[config.mk]
export PLATFORM = sky130hd
export DESIGN_NAME = conv5_sched
export DESIGN_NICKNAME = d
export VERILOG_FILES = /design/src/rtl/conv_pkg.sv /design/src/rtl/raster_cnt.sv /design/src/rtl/conv5_sched.sv
export SDC_FILE = /design/constraint.sdc
export NUM_CORES = 1
export LEC_CHECK = 0
export CORE_UTILIZATION = 50
export DETAILED_ROUTE_END_ITERATION = 8
export GPL_TIMING_DRIVEN = 0
export PLACE_DENSITY = 0.85
export SYNTH_ARGS = -nofsm -noshare
export SYNTH_HDL_FRONTEND = slang
export SYNTH_SLANG_ARGS = --single-unit
[constraint.sdc]
create_clock -name clk -period 2.35 [get_ports clk]
set_input_delay 0.5875 -clock clk [delete_from_list [all_inputs] [get_ports clk]]
set_output_delay 0.5875 -clock clk [all_outputs]
set_load 0.01 [all_outputs]
[src/rtl/conv_pkg.sv]
// Shared definitions for the 5x5 convolution sequencer: state encoding,
// kernel geometry and a width helper that keeps degenerate sizes legal.
package conv_pkg;

  typedef enum logic [2:0] {
    IDLE  = 3'd0,
    CHECK = 3'd1,
    ISSUE = 3'd2,
    DRAIN = 3'd3,
    DONE  = 3'd4
  } state_e;

  localparam int KSIZE  = 5;
  localparam int MARGIN = KSIZE - 1;

  // Counter width for n distinct values, never below one bit.
  function automatic int safe_w(input int n);
    return (n > 1) ? $clog2(n) : 1;
  endfunction

endpackage

[src/rtl/raster_cnt.sv]
// 2-D wrap counter: x runs 0..XN-1, then wraps and bumps y (0..YN-1).
// last flags the final (XN-1, YN-1) position.
module raster_cnt
  import conv_pkg::*;
#(
  parameter int XN = 4,
  parameter int YN = 4,
  parameter int XW = safe_w(XN),
  parameter int YW = safe_w(YN)
) (
  input  logic          clk,
  input  logic          rst,
  input  logic          clr,
  input  logic          adv,
  output logic [XW-1:0] x,
  output logic [YW-1:0] y,
  output logic          last
);

  logic [XW-1:0] x_q, x_d;
  logic [YW-1:0] y_q, y_d;
  logic          x_end_s, y_end_s;

  // Next position: clear wins, otherwise advance in raster order.
  always_comb begin
    x_end_s = (x_q == XW'(XN - 1));
    y_end_s = (y_q == YW'(YN - 1));
    x_d     = x_q;
    y_d     = y_q;
    if (clr) begin
      x_d = '0;
      y_d = '0;
    end else if (adv) begin
      if (x_end_s) begin
        x_d = '0;
        if (y_end_s) begin
          y_d = '0;
        end else begin
          y_d = y_q + YW'(1);
        end
      end else begin
        x_d = x_q + XW'(1);
        y_d = y_q;
      end
    end else begin
      x_d = x_q;
      y_d = y_q;
    end
  end

  // Position registers.
  always_ff @(posedge clk) begin
    if (rst) begin
      x_q <= '0;
      y_q <= '0;
    end else begin
      x_q <= x_d;
      y_q <= y_d;
    end
  end

  assign x    = x_q;
  assign y    = y_q;
  assign last = x_end_s && y_end_s;

endmodule

[src/rtl/conv5_sched.sv]
// conv5_sched: walks every valid 5x5 window of an IMG_W x IMG_H map, issues
// 5 contiguous line-buffer column reads per window, meters issue against
// result-FIFO room and in-flight windows, tags returning results.
// Optional perf counters (perf_stall, perf_frame) under CONV5_SCHED_PERF_EN.
module conv5_sched
  import conv_pkg::*;
#(
  parameter int IMG_W     = 28,
  parameter int IMG_H     = 28,
  parameter int RD_LAT    = 1,
  parameter int MAX_OUTST = 2
) (
  input  logic                               clk,
  input  logic                               rst,
  input  logic                               start,
  output logic                               busy,
  output logic                               done,
  output logic                               rd_en,
  output logic [$clog2(IMG_H)-1:0]           rd_row,
  output logic [$clog2(IMG_W)-1:0]           rd_col,
  output logic                               f_in_valid,
  input  logic                               f_out_valid,
  input  logic                               res_afull,
  output logic [safe_w(IMG_W-MARGIN)-1:0]    out_x,
  output logic [safe_w(IMG_H-MARGIN)-1:0]    out_y
`ifdef CONV5_SCHED_PERF_EN
  ,
  output logic [31:0]                        perf_stall,
  output logic [31:0]                        perf_frame
`endif
);

  localparam int XN   = IMG_W - MARGIN;
  localparam int YN   = IMG_H - MARGIN;
  localparam int XW   = safe_w(XN);
  localparam int YW   = safe_w(YN);
  localparam int RRW  = $clog2(IMG_H);
  localparam int CW   = $clog2(IMG_W);
  localparam int NRES = XN * YN;
  localparam int NW   = $clog2(NRES + 1);
  localparam int OW   = $clog2(MAX_OUTST + 1);

  state_e            state_q, state_d;
  logic [2:0]        k_q, k_d;
  logic [OW-1:0]     outst_q, outst_d;
  logic [NW-1:0]     res_cnt_q, res_cnt_d;
  logic              res_full_q, res_full_d;
  logic              busy_q, busy_d, done_q, done_d, rd_en_q, rd_en_d;
  logic [RRW-1:0]    rd_row_q, rd_row_d;
  logic [CW-1:0]     rd_col_q, rd_col_d;
  logic [RD_LAT-1:0] dly_q, dly_d;

  logic [XW-1:0] ox_s;
  logic [YW-1:0] oy_s;
  logic          pos_last_s, res_last_s;
  logic          start_ok_s, iss_s, ret_s, room_s;

  // Frame events: accepted start, window completion, counted result, room to issue.
  always_comb begin
    start_ok_s = (state_q == IDLE) && start;
    iss_s      = (state_q == ISSUE) && (k_q == 3'(KSIZE - 1));
    ret_s      = f_out_valid && (state_q != IDLE) && (outst_q != '0) && !res_full_q;
    room_s     = !res_afull && (outst_q < OW'(MAX_OUTST));
  end

  raster_cnt #(.XN(XN), .YN(YN)) u_pos (
    .clk (clk), .rst (rst), .clr (start_ok_s), .adv (iss_s),
    .x   (ox_s), .y (oy_s), .last (pos_last_s)
  );

  raster_cnt #(.XN(XN), .YN(YN)) u_res (
    .clk (clk), .rst (rst), .clr (start_ok_s), .adv (ret_s),
    .x   (out_x), .y (out_y), .last (res_last_s)
  );

  // State sequencing; windows are admitted only from CHECK and run unbroken.
  always_comb begin
    state_d = state_q;
    k_d     = k_q;
    case (state_q)
      IDLE: begin
        if (start) begin
          state_d = CHECK;
        end else begin
          state_d = IDLE;
        end
      end
      CHECK: begin
        if (room_s) begin
          state_d = ISSUE;
          k_d     = 3'd0;
        end else begin
          state_d = CHECK;
        end
      end
      ISSUE: begin
        if (iss_s) begin
          k_d     = 3'd0;
          state_d = pos_last_s ? DRAIN : CHECK;
        end else begin
          k_d     = k_q + 3'd1;
        end
      end
      DRAIN: begin
        if ((outst_q == '0) && (res_cnt_q == NW'(NRES))) begin
          state_d = DONE;
        end else begin
          state_d = DRAIN;
        end
      end
      DONE: begin
        state_d = IDLE;
      end
      default: begin
        state_d = IDLE;
        k_d     = 3'd0;
      end
    endcase
  end

  // In-flight window count and result bookkeeping.
  always_comb begin
    outst_d    = outst_q;
    res_cnt_d  = res_cnt_q;
    res_full_d = res_full_q;
    if (start_ok_s) begin
      outst_d    = '0;
      res_cnt_d  = '0;
      res_full_d = 1'b0;
    end else begin
      case ({iss_s, ret_s})
        2'b10:   outst_d = outst_q + OW'(1);
        2'b01:   outst_d = outst_q - OW'(1);
        default: outst_d = outst_q;
      endcase
      if (ret_s) begin
        res_cnt_d  = res_cnt_q + NW'(1);
        res_full_d = res_last_s;
      end else begin
        res_cnt_d  = res_cnt_q;
        res_full_d = res_full_q;
      end
    end
  end

  // Output look-ahead so every strobe and address leaves a flop.
  always_comb begin
    busy_d  = (state_d == CHECK) || (state_d == ISSUE) || (state_d == DRAIN);
    done_d  = (state_d == DONE);
    rd_en_d = (state_d == ISSUE);
    if (state_d == ISSUE) begin
      rd_row_d = RRW'(oy_s);
      rd_col_d = CW'(ox_s) + CW'(k_d);
    end else begin
      rd_row_d = '0;
      rd_col_d = '0;
    end
    dly_d    = '0;
    dly_d[0] = rd_en_q;
    for (int i = 1; i < RD_LAT; i++) begin
      dly_d[i] = dly_q[i-1];
    end
  end

  // All sequencer state and registered outputs.
  always_ff @(posedge clk) begin
    if (rst) begin
      state_q    <= IDLE;
      k_q        <= 3'd0;
      outst_q    <= '0;
      res_cnt_q  <= '0;
      res_full_q <= 1'b0;
      busy_q     <= 1'b0;
      done_q     <= 1'b0;
      rd_en_q    <= 1'b0;
      rd_row_q   <= '0;
      rd_col_q   <= '0;
      dly_q      <= '0;
    end else begin
      state_q    <= state_d;
      k_q        <= k_d;
      outst_q    <= outst_d;
      res_cnt_q  <= res_cnt_d;
      res_full_q <= res_full_d;
      busy_q     <= busy_d;
      done_q     <= done_d;
      rd_en_q    <= rd_en_d;
      rd_row_q   <= rd_row_d;
      rd_col_q   <= rd_col_d;
      dly_q      <= dly_d;
    end
  end

  assign busy       = busy_q;
  assign done       = done_q;
  assign rd_en      = rd_en_q;
  assign rd_row     = rd_row_q;
  assign rd_col     = rd_col_q;
  assign f_in_valid = dly_q[RD_LAT-1];

`ifdef CONV5_SCHED_PERF_EN
  logic [31:0] perf_stall_q, perf_stall_d, perf_frame_q, perf_frame_d;

  // Saturating stall and frame-length counters, cleared on an accepted start.
  always_comb begin
    perf_stall_d = perf_stall_q;
    perf_frame_d = perf_frame_q;
    if (start_ok_s) begin
      perf_stall_d = 32'd0;
      perf_frame_d = 32'd0;
    end else begin
      if ((state_q == CHECK) && !room_s && (perf_stall_q != 32'hFFFF_FFFF)) begin
        perf_stall_d = perf_stall_q + 32'd1;
      end else begin
        perf_stall_d = perf_stall_q;
      end
      if (busy_q && (perf_frame_q != 32'hFFFF_FFFF)) begin
        perf_frame_d = perf_frame_q + 32'd1;
      end else begin
        perf_frame_d = perf_frame_q;
      end
    end
  end

  // Perf counter registers.
  always_ff @(posedge clk) begin
    if (rst) begin
      perf_stall_q <= 32'd0;
      perf_frame_q <= 32'd0;
    end else begin
      perf_stall_q <= perf_stall_d;
      perf_frame_q <= perf_frame_d;
    end
  end

  assign perf_stall = perf_stall_q;
  assign perf_frame = perf_frame_q;
`endif

endmodule

==> results.sh, run 1 <==
export IMPL_status="completed"
export IMPL_areaGrowthSynthToFinish_pct=20.6
export IMPL_tns_ps=0
export IMPL_insertion_delay_ps=310
export IMPL_relSlewSlack_pct=66.3
export IMPL_antenna_found_initial=0
export IMPL_cts_tree="built"
export IMPL_cts_inserted_buffers=5
export IMPL_initial_core_util_pct=53.4
export IMPL_r2r_start="k_q[0]"
export IMPL_drt_first_pass_iters=4
export IMPL_cap_viol_max_count=0
export IMPL_cts_htree_levels=2
export IMPL_regToRegSetupSlack_ps=120
export IMPL_drive_above_1_share_pct=12.3
export IMPL_post_route_util_pct=64.4
export IMPL_synth_cells=293
export IMPL_p_per_area_mw_per_mm2=527
export IMPL_hold_violations=0
export IMPL_ys_warn_count=0
export IMPL_grt_pass1_wl_um=9160
export IMPL_hold_end="f_in_valid"
export IMPL_grt_use_met3_pct=3.52
export IMPL_end_kind="flip-flop"
export IMPL_clock_sinks=53
export IMPL_hold_start="rd_en"
export IMPL_cts_root_buf="clkbuf_8"
export IMPL_critPathRequiredTime_ps=2590
export IMPL_grt_overflow=0
export IMPL_cp_slowest_cell="dfxtp_2"
export IMPL_core_region_area_mm2=0.00485
export IMPL_synthDistinctLibCells=47
export IMPL_drc=0
export IMPL_syn_area_per_cell_um2=8.84
export IMPL_std_cell_rows=25
export IMPL_ctsHoldBuffers=0
export IMPL_fp_dieArea_mm2=0.00547
export IMPL_total_power_uw=1650
export IMPL_grt_usage_pct=21.4
export IMPL_critPathLaunchType="flip-flop"
export IMPL_drtAntennaViolNets=0
export IMPL_grt_busiest_layer="met2"
export IMPL_clockBufferDepth=2
export IMPL_fp_dieW_um=74.0
export IMPL_drt_iter0_markers=111
export IMPL_rr_worst_depth=12
export IMPL_skew_ps=9.30
export IMPL_synth_top_cell_area_share_pct=41.0
export IMPL_synth_seq_cells=53
export IMPL_crit_arrival_ps=2480
export IMPL_ys_async_sr_fraction_pct=0
export IMPL_grt_util_met1_pct=29.6
export IMPL_fin_crit_ps=2230
export IMPL_crit_chain="inv_1, ha_2, a21o_1, o32ai_2, a22o_1, ha_2, inv_1, fa_2, nor2b_2, o21ai_1, xor2_1, nor3_1"
export IMPL_yosysTopAreaCell="dfxtp_1"
export IMPL_port_buffers=28
export IMPL_die_y_um=74.0
export IMPL_via_count=2260
export IMPL_tightestPinTransition_ps=505
export IMPL_insertedDiodeCount=0
export IMPL_wl_per_cell_um=13.7
export IMPL_hold_path_cell_count=1
export IMPL_path_buf_inv=2
export IMPL_fillCellCount=402
export IMPL_gp_congestion=0.885
export IMPL_timing_final_crit_share_pct=95.1
export IMPL_hpwl_um=3860
export IMPL_hold_path_class="flip-flop to flip-flop"
export IMPL_drt_total_wl_um=5470
export IMPL_syn_area_mm2=0.00259
export IMPL_slew_viol_final=0
export IMPL_met2_usage_pct=33.0
export IMPL_layout_nets=349
export IMPL_grt_pass1_vias=2066
export IMPL_avgViaCountPerCell=5.66
export IMPL_ios=29
export IMPL_r2r_end="rd_col[4]"
export IMPL_syn_nets=311
export IMPL_vdd_drop_max_v=0.000354
export IMPL_path_max_fanout=3
export IMPL_path_clk_slew_ps=100
export IMPL_synth_most_common_cell="dfxtp_1"
export IMPL_synth_seq_area_share_pct=41.0
export IMPL_cpPeakStageDelay_ps=340
export IMPL_crit_type="flip-flop to flip-flop"
export IMPL_synth_edf_count=0
export IMPL_ys_flop_type="dfxtp_1"
export IMPL_grt_max_degree=18
export IMPL_fmax_mhz=447
export IMPL_synthTopCellsByCount="dfxtp_1, nor2_1, a21oi_1, inv_1"
export IMPL_setup_viol=0
export IMPL_critical_path_top_delay_family="adder cells"
export IMPL_synth_area_top_cells="dfxtp_1, ha_1, nor2_1"
export IMPL_leakage_uw=0.00112
[final cells by class]
type                            instances  area [um^2]  area share [%]
Buffer                                 15         77.6            2.48
Clock buffer                            5         68.8            2.20
Clock inverter                          3         22.5           0.721
Inverter                               15         56.3            1.80
Multi-Input combinational cell        209         1440            46.1
Sequential cell                        53         1070            34.1
Tap cell                               67         83.8            2.69
Timing Repair Buffer                   32          309            9.90
[registers in the layout (all words and copies together) (netlist names)]
name and cells:
busy 1, rd_row 5, u_res.y 5, done 1, u_pos.y 5, rd_col 5, k_q 3, f_in_valid 1
state_q 3, res_cnt_q 10, outst_q 2, u_res.x 5, res_full_q 1, rd_en 1, u_pos.x 5
[what timing repair did]
item	CTS	global route
endpoints found under the hold margin	0	0
buffers inserted	2	2
resized for setup	12	16
setup endpoints to repair	12	19
pin swaps	2	4
[how the worst max path moves through the flow]
stage	from	end	slack (ps)	cells past startpoint
final	k_q[0]	rd_col[4]	120	12
after detailed placement	res_afull	rd_col[4]	-500	11
after global routing	res_cnt_q[2]	rd_row[2]	-20	6
after CTS	k_q[0]	rd_col[4]	3	12
after global placement	res_afull	rd_col[4]	-460	11
after floorplan	state_q[0]	rd_col[4]	50	10
[through the flow]
step	hold slack, ps	worst slack (ps)	instance area (um^2)	cells
final	476	115	3120	399
after global routing	498	-24.0	3120	399
after CTS	481	2.81	3070	397
after detailed placement	466	-497	2950	388
after global placement	450	-458	2950	388
after floorplan	449	46.3	2590	293
[cells in the final DEF (no fill, tap or decap), types with 3 or more instances in the layout]
master and count:
a21o_1 3, a21oi_1 16, a311oi_1 4, a41o_1 3, and3_1 3, buf_2 4
buf_4 5, clkbuf_1 5, clkbuf_2 4, clkbuf_8 5, clkdlybuf4s50_1 27, dfxtp_1 49
dfxtp_2 4, ha_1 10, inv_1 15, mux2i_1 9, nand2_1 10, nand3_1 9
nand4b_1 3, nor2_1 29, nor2b_1 11, nor3_1 11, nor3b_1 9, nor4_1 8
o21ai_0 9, o21bai_1 3, or2_2 4, or3_1 6, xnor2_1 9, xor2_1 5
[layer usage]
layer	share of wire, %	routed length [um]
met4	1.6	85
met1	47	2550
met5	0	0
met3	4.1	223
met2	48	2610
[logic make-up (layout without fill, tap and decap cells)]
logic type	Yosys count	after routing	synth area share [%]
XOR/XNOR	14	14	4.74
AND/OR/NAND/NOR	122	122	26.7
adder cells (fa/ha/maj)	13	13	6.57
multiplexers	9	9	3.48
flip-flops	53	53	41.0
AO/OA/AOI/OAI	51	51	12.9
buffers and inverters	31	70	4.69
[report_power, final]
| group | internal (uW) | leakage, uW | switching [uW] |
|---|---|---|---|
| Combinational | 83.1 | 0.000644 | 122 |
| Sequential | 911 | 0.000429 | 11.5 |
| Clock | 212 | 0.0000481 | 307 |
| Total | 1210 | 0.00112 | 440 |
Note: power is estimated with default switching activity, not from simulation.
==> run 2, diff against run 1 <==
--- a/config.mk
+++ b/config.mk
@@ -6,8 +6,8 @@
 export NUM_CORES = 1
 export LEC_CHECK = 0
-export CORE_UTILIZATION = 50
+export CORE_UTILIZATION = 47
 export DETAILED_ROUTE_END_ITERATION = 8
 export GPL_TIMING_DRIVEN = 0
-export PLACE_DENSITY = 0.85
+export PLACE_DENSITY = 0.81
 export SYNTH_ARGS = -nofsm -noshare
 export SYNTH_HDL_FRONTEND = slang
==> constraint.sdc (replaced) <==
create_clock -name clk -period 2.35 [get_ports clk]
set_input_delay 0.235 -clock clk [delete_from_list [all_inputs] [get_ports clk]]
set_output_delay 0.235 -clock clk [all_outputs]
set_load 0.01 [all_outputs]
==> results.sh, run 2 (same netlist as run 1, synthesis figures left out) <==
export IMPL_status="completed"
export IMPL_relSlewSlack_pct=64.5
export IMPL_slew_viol_final=0
export IMPL_crit_arrival_ps=2520
export IMPL_grt_pass1_wl_um=9460
export IMPL_hold_ws_ps=470
export IMPL_largest_register="res_cnt_q"
export IMPL_initial_core_util_pct=49.7
export IMPL_crit_type="flip-flop to flip-flop"
export IMPL_final_common_cell="dfxtp_1"
export IMPL_wl_per_cell_um=13.7
export IMPL_cts_tree="built"
export IMPL_path_clk_slew_ps=100
export IMPL_grt_usage_pct=20.0
export IMPL_setup_viol=0
export IMPL_leakage_uw=0.00113
export IMPL_p_int_uw=1200
export IMPL_hold_path_class="flip-flop to flip-flop"
export IMPL_fin_crit_ps=2280
export IMPL_die_y_um=76.2
export IMPL_antenna_found_initial=0
export IMPL_grt_pass1_vias=2023
export IMPL_swShare_pct=26.2
export IMPL_fp_dieArea_mm2=0.00581
export IMPL_std_cell_rows=26
export IMPL_cts_inserted_buffers=5
export IMPL_path_max_fanout=10
export IMPL_largest_register_ffs=10
export IMPL_tightestPinTransition_ps=528
export IMPL_insertion_delay_ps=310
export IMPL_layout_nets=350
export IMPL_drtAntennaViolNets=0
export IMPL_fin_cells=403
export IMPL_areaGrowthSynthToFinish_pct=21.8
export IMPL_ctsHoldBuffers=0
export IMPL_power_share_clock_pct=30.5
export IMPL_clockBufferDepth=2
export IMPL_rsz0062_at_grt="true"
export IMPL_grt_overflow=0
export IMPL_drc=0
export IMPL_skew_ps=10.8
export IMPL_top_layer="met4"
export IMPL_grt_max_degree=16
export IMPL_cts_htree_levels=2
export IMPL_vdd_drop_max_v=0.000266
export IMPL_critPathLaunchType="flip-flop"
export IMPL_tns_ps=0
export IMPL_cap_viol_max_count=0
export IMPL_avgViaCountPerCell=5.62
export IMPL_fmax_mhz=440
export IMPL_wl_met2_um=2600
export IMPL_mostFrequentLayoutCells="dfxtp_1, nor2_1, clkdlybuf4s50_1"
export IMPL_combPwrFrac_pct=12.9
export IMPL_via_count=2265
export IMPL_drt_total_wl_um=5520
export IMPL_critPathRequiredTime_ps=2590
export IMPL_wl_met3_um=291
export IMPL_hpwl_um=3800
export IMPL_ios=29
export IMPL_cts_root_buf="clkbuf_8"
export IMPL_p_switching_uw=427
export IMPL_drt_iter0_markers=144
export IMPL_port_buffers=28
export IMPL_core_region_area_mm2=0.00520
export IMPL_drt_first_pass_iters=4
export IMPL_drive_above_1_share_pct=12.9
export IMPL_timing_final_crit_share_pct=96.8
export IMPL_end_kind="flip-flop"
export IMPL_dp_cells=391
export IMPL_insertedDiodeCount=0
export IMPL_fp_dieW_um=76.2
export IMPL_p_seq_share_pct=56.6
export IMPL_wl_met1_um=2530
export IMPL_clock_sinks=53
export IMPL_gp_congestion=0.819
export IMPL_hold_violations=0
export IMPL_p_per_area_mw_per_mm2=517
==> run 2: changes by cell type in the layout (fill, tap and decap cells not counted), sizes merged <==
cell and change:
clkbuf +2, clkdlybuf4s50 +1, clkinv -1, dlygate4sd2 -1
==> run 2: timing repair <==
item / CTS / global route
buffers inserted: 2 / 3
endpoints found under the hold margin: 0 / 0
setup endpoints to repair: 9 / 31
resized for setup: 11 / 23
pin swaps: 2 / 3
==> run 2: metrics by stage <==
step	setup slack [ps]	utilization [%]	power [uW]	cell area, um^2
2_1_floorplan	46.3	-	1060	2590
4_1_cts	14.0	59.0	1620	3070
5_1_grt	-55.4	60.6	1720	3150
3_5_place_dp	-368	56.8	1120	2960
3_3_place_gp	-340	56.8	1120	2960
6_report	74.9	60.6	1630	3150
==> run 2: critical path, stage by stage, from the launching register on <==
cell and delay [ps]:
dfxtp_4 390, buf_8 140, nor2b_1 120, o32ai_1 260, a22o_1 190, ha_2 190, inv_2 40, fa_2 340
nor2b_2 140, o21ai_1 80, xor2_1 150, nor3_1 170
==> run 2: worst paths after layout <==
kind,start,endpoint,slack (ps),depth (start not counted)
max reg2reg,state_q[1],rd_col[4],70,11
min,rd_en,f_in_valid,470,1
min reg2reg,rd_en,f_in_valid,470,1
max,state_q[1],rd_col[4],70,11
==> run 2: cell type report <==
class                   instances  area (um^2)
well taps                      70         87.6
clock inverters                 2         10.0
inverters                      15         56.3
clock buffers                   6         72.6
plain buffers                  15         83.8
flip-flops and latches         53         1070
multi-input cells             209         1450
fillers                       457         2050
repair buffers                 33          318
==> run 2: power groups by stage <==
stage	Sequential, uW	Clock [uW]	Combinational (uW)
6_report	923	498	210
5_1_grt	925	562	232
4_1_cts	923	513	185
3_5_place_dp	940	0	183
3_3_place_gp	939	0	179
2_1_floorplan	940	0	123
==> run 2: routing by layer <==
layer | track usage (%) | vias up
li1 | - | 1124
met1 | 27.7 | 1074
met2 | 30.5 | 57
met3 | 3.95 | 10
met4 | 8.08 | 0
met5 | 0 | -
==> run 3, diff against run 2 <==
- GPL_ROUTABILITY_DRIVEN: default -> 0
==> results of run 3 <==
Final layout, timing and power as in run 2 (identical DEF).
